File: src/rtl/mult_job_sequencer.sv
// Initiator-side job sequencer for the 4-bit multiplier: fetches operand
// pairs, handshakes strt_cmpt with the RAM controller and stores products.
module mult_job_sequencer #(
    parameter int ADDR_W  = 4,
    parameter int TIMEOUT = 16
) (
    input  logic              clk_i,
    input  logic              rst_i,
    input  logic              go_i,
    input  logic [ADDR_W:0]   len_i,
    output logic [ADDR_W-1:0] op_addr_o,
    input  logic [7:0]        op_data_i,
    output logic [3:0]        a_o,
    output logic [3:0]        b_o,
    output logic              strt_cmpt_o,
    input  logic [2:0]        ctrl_state_i,
    input  logic [7:0]        product_i,
    output logic [ADDR_W-1:0] res_addr_o,
    output logic [7:0]        res_data_o,
    output logic              res_we_o,
    output logic              busy_o,
    output logic              done_o,
    output logic              error_o
);

    localparam logic [2:0] ST_IDLE = 3'd0;
    localparam logic [2:0] ST_END  = 3'd5;
    localparam int         WD_W    = $clog2(TIMEOUT + 1);

    typedef enum logic [2:0] {
        S_IDLE,
        S_FETCH,
        S_LOAD,
        S_START,
        S_WRITE,
        S_RELEASE,
        S_DONE
    } state_t;

    state_t            state;
    logic [ADDR_W-1:0] idx;
    logic [ADDR_W-1:0] last_idx;
    logic [WD_W-1:0]   wd;
    logic              wd_hit;

    assign op_addr_o = idx;
    assign wd_hit    = (wd == WD_W'(TIMEOUT - 1));

    // Outputs are set on the transition into the state that owns them,
    // so they behave as Moore outputs of the registered state.
    always_ff @(posedge clk_i or negedge rst_i) begin
        if (!rst_i) begin
            state       <= S_IDLE;
            idx         <= '0;
            last_idx    <= '0;
            wd          <= '0;
            a_o         <= '0;
            b_o         <= '0;
            res_addr_o  <= '0;
            res_data_o  <= '0;
            strt_cmpt_o <= 1'b0;
            res_we_o    <= 1'b0;
            busy_o      <= 1'b0;
            done_o      <= 1'b0;
            error_o     <= 1'b0;
        end else begin
            done_o   <= 1'b0;
            res_we_o <= 1'b0;
            unique case (state)
                S_IDLE: begin
                    if (go_i) begin
                        error_o <= 1'b0;
                        idx     <= '0;
                        busy_o  <= 1'b1;
                        if (len_i == '0) begin
                            state  <= S_DONE;
                            done_o <= 1'b1;
                        end else begin
                            last_idx <= ADDR_W'(len_i - 1'b1);
                            state    <= S_FETCH;
                        end
                    end
                end
                S_FETCH: begin
                    state <= S_LOAD;
                end
                S_LOAD: begin
                    a_o         <= op_data_i[7:4];
                    b_o         <= op_data_i[3:0];
                    wd          <= '0;
                    strt_cmpt_o <= 1'b1;
                    state       <= S_START;
                end
                S_START: begin
                    if (ctrl_state_i == ST_END) begin
                        strt_cmpt_o <= 1'b0;
                        res_we_o    <= 1'b1;
                        res_addr_o  <= idx;
                        res_data_o  <= product_i;
                        state       <= S_WRITE;
                    end else if (wd_hit) begin
                        strt_cmpt_o <= 1'b0;
                        error_o     <= 1'b1;
                        done_o      <= 1'b1;
                        state       <= S_DONE;
                    end else begin
                        wd <= wd + 1'b1;
                    end
                end
                S_WRITE: begin
                    wd    <= '0;
                    state <= S_RELEASE;
                end
                S_RELEASE: begin
                    if (ctrl_state_i == ST_IDLE) begin
                        if (idx == last_idx) begin
                            done_o <= 1'b1;
                            state  <= S_DONE;
                        end else begin
                            idx   <= idx + 1'b1;
                            state <= S_FETCH;
                        end
                    end else if (wd_hit) begin
                        error_o <= 1'b1;
                        done_o  <= 1'b1;
                        state   <= S_DONE;
                    end else begin
                        wd <= wd + 1'b1;
                    end
                end
                S_DONE: begin
                    busy_o <= 1'b0;
                    state  <= S_IDLE;
                end
                default: begin
                    strt_cmpt_o <= 1'b0;
                    busy_o      <= 1'b0;
                    state       <= S_IDLE;
                end
            endcase
        end
    end

endmodule

File: config.mk
export PLATFORM = sky130hd
export DESIGN_NAME = mult_job_sequencer
export DESIGN_NICKNAME = d
export VERILOG_FILES = /design/src/rtl/mult_job_sequencer.sv
export SDC_FILE = /design/constraint.sdc
export NUM_CORES = 1
export LEC_CHECK = 0
export ABC_AREA = 1
export CORE_AREA = 2 2 66 68
export CTS_BUF_LIST = sky130_fd_sc_hd__clkbuf_4
export CTS_CLUSTER_SIZE = 25
export DETAILED_ROUTE_END_ITERATION = 8
export DIE_AREA = 0 0 68 70
export GPL_ROUTABILITY_DRIVEN = 0
export PLACE_DENSITY_LB_ADDON = 0.25
export SETUP_SLACK_MARGIN = 0.05
export SYNTH_ARGS = -nofsm -noshare
export SYNTH_HDL_FRONTEND = slang
export SYNTH_SLANG_ARGS = --single-unit
File: constraint.sdc
create_clock -name clk_i -period 4.13 [get_ports clk_i]
set_input_delay 0.6195 -clock clk_i [delete_from_list [all_inputs] [get_ports clk_i]]
set_output_delay 0.6195 -clock clk_i [all_outputs]
set_load 0.01 [all_outputs]
==> key figures <==
Yosys
  – Unique masters post-synth: 32
  – Register area share after synthesis: 48.3%
  – Mux contribution to synthesized area: 4.24%
  – Yosys reg bits: 41
  – Post-Synthesis Cells: 244
  – Post-synthesis compound-gate area fraction: 5.77%
  – Synth warn: 0
  – Asr flop ratio synth: 100%
  – Post-synth EDFFs: 0
  – Synth Cell Area: 2120 um^2
  – Adder-Cell Fraction of Synth Area: 2.95%
  – Synth Area per Inst: 8.70 um^2
  – Simple-Gate Fraction of Synth Area: 30.3%
  – Commonest register cell after synthesis: dfrtp_1
  – Largest family of logic cells by synthesized area: simple AND/OR/NAND/NOR gates
  – Synth Area in XOR/XNOR: 2.06%
  – Syn_nets: 276

GRT
  – Largest net degree at the start of global routing: 42
  – All-Layer GR Usage: 21.7%
  – First-pass GRT wire length: 7760 um
  – Initial antenna violation count: 0
  – Grt total ovfl: 0
  – Vias in the first global route: 1673

Run
  – Max Cap Viol: 0

Power
  – Overall power: 0.00176 W
  – Leak: 1.34 nW
  – VDD IR max: 0.329 mV
  – Net Sw Frac: 38.1%
  – Power Density: 624 nW/um^2
  – Clk pwr share: 19.1%
  – Flop pwr share: 36.0%
  – Logic pwr share: 44.9%
  – P_sw: 0.000669 W
  – Internal power: 0.00109 W

Clocking
  – Hold Buf Count CTS: 0
  – Root Driver: clkbuf_4
  – CTS Buffer Depth: 2
  – Post-CTS setup buffer count: 0
  – H-Tree Depth: 2
  – CTS tree: yes
  – Clk_lat worst skew: 370 ps
  – CTS Buf Count: 5
  – CTS resizes: 0
  – Clock slew at reported path FFs: 140 ps
  – TritonCTS Sinks: 41

Timing
  – FMAX: 0.486 GHz
  – Max Slew Vio Count: 0
  – Setup WS post-layout: 2070 ps
  – Setup TNS: 0 ps
  – Final Hold Viols: 0
  – Final setup vio count: 0
  – Relative slew slack: 40.4%
  – Minimum clock period: 2060 ps
  – RSZ-0062 raised after global routing: no
  – Tcrit/Tclk final: 49.8%
  – Clock Skews: 9.72 ps
  – Measured slew at the worst slew-check pin: 894 ps

Placed design
  – Placement Setup Slack: 1860 ps
  – IO buf count: 55
  – DP HPWL: 3450 um

Setup path
  – Setup CP Type: reg2out
  – CP delay by family, top: buffers and inverters
  – Cell Chain, Critical Path: clkdlybuf4s50_1
  – Crit path max fanout: 6
  – R2R depth: 12
  – Critical R2R Launch: wd[0]
  – Max incr delay on CP: 580 ps
  – Buf+Inv Stages, Crit Path: 1
  – Reg2reg end: wd[1]
  – Worst endpoint data arrival time: 1440 ps
  – Required time worst endpoint: 3510 ps
  – Worst R2R Setup Slack: 2360 ps
  – Crit end category: output pin
  – Setup crit start kind: register
  – CP max-delay cell: clkdlybuf4s50_1

Finish
  – Inserted Diodes: 0
  – Area delta synth->final: 32.6%
  – Share of cells above drive strength 1: 14.1%
  – Final Net Count: 335
  – Most common cell after layout, fill and taps aside: nand2_1
  – Most frequent cells in the layout: 77 x nand2_1, 54 x clkdlybuf4s50_1, 41 x dfrtp_1, 20 x inv_1, 15 x nand3_1

Routing
  – WL per Instance: 12.7 um
  – Pre-antenna DRT Iters: 4
  – Detail Route Antenna Nets: 0
  – Number of remaining DRC errors: 0
  – Starting DRC count in detailed routing: 111
  – Vias: 1751
  – Routed vias/inst: 4.92
  – Final WL: 4530 um

Floorplan
  – Die width: 68 um
  – Core ar.: 4140 um^2
  – Height of the die: 70 um
  – Initial Util: 51.2%
  – Row cnt: 24
  – Ports: 56
  – Die footprint: 4760 um^2

Hold path
  – Hold Crit Class: in2async

Status
  – Outcome: finished, final reports clean
## worst max-delay path by stage
stage,start,cells past startpoint,end,slack (ps)
after floorplan,wd[0],12,wd[2],2580
after global placement,ctrl_state_i[2],6,res_addr_o[0],1970
after detailed placement,ctrl_state_i[0],6,res_addr_o[1],1860
after CTS,op_addr_o[2],1,op_addr_o[2],2060
after global routing,op_addr_o[2],1,op_addr_o[2],2030
final,op_addr_o[2],1,op_addr_o[2],2070
## metal layers
| metal | track usage, % | share of wire [%] |
|---|---|---|
| met5 | 0 | 0 |
| met4 | 7.56 | 2.0 |
| met2 | 34.2 | 48 |
| met1 | 29.2 | 45 |
| met3 | 4.99 | 4.9 |
## state kept, by name, indices dropped and copies added, names as in the netlist
signal       flops
a_o              4
b_o              4
busy_o           1
done_o           1
error_o          1
last_idx         4
op_addr_o        4
res_addr_o       4
res_data_o       8
res_we_o         1
state            3
strt_cmpt_o      1
wd               5
## cell type report
class                   instances  area, um^2
fillers                       357        1330
flip-flops and latches         41        1030
multi-input cells             171         962
repair buffers                 55         546
inverters                      29         111
clock inverters                 3        68.8
well taps                      52        65.1
clock buffers                   5        37.5
## power groups by stage
stage	sequential, W	combinational (W)	clock (W)
global route	0.000653	0.000881	0.000356
global placement	0.000638	0.000777	0
finish	0.000633	0.000788	0.000336
CTS	0.000633	0.000799	0.000342
detailed placement	0.000643	0.000795	0
floorplan	0.000659	0.000472	0
## stage by stage
step | area [um^2] | instances | hold slack (ps) | util [%]
CTS | 2820 | 356 | 384 | 68.0
global placement | 2710 | 348 | 456 | 65.4
floorplan | 2120 | 244 | 324 | -
finish | 2820 | 356 | 363 | 68.0
global route | 2820 | 356 | 432 | 68.0
detailed placement | 2710 | 348 | 461 | 65.4
## cells in the mapped netlist (4+ instances only)
| cell type | n | area, um^2 |
|---|---|---|
| nand2_1 | 77 | 289 |
| dfrtp_1 | 41 | 1030 |
| inv_1 | 20 | 75.1 |
| nand3_1 | 15 | 75.1 |
| nor2_1 | 14 | 52.6 |
| inv_2 | 8 | 30.0 |
| mux2_1 | 8 | 90.1 |
| o21ai_0 | 8 | 40.0 |
| nand2_2 | 6 | 37.5 |
| ha_1 | 5 | 62.6 |
| nand2_4 | 5 | 56.3 |
| a21oi_1 | 4 | 20.0 |
| nor2_2 | 4 | 25.0 |
| xor2_1 | 4 | 35.0 |
## cells by family after synthesis
group / after synthesis
buffers and inverters: 32
multiplexers: 8
XOR/XNOR: 5
adder cells (fa/ha/maj): 5
AND/OR/NAND/NOR: 132
flip-flops: 41
AO/OA/AOI/OAI: 21
(Power assumes the default switching activity.)
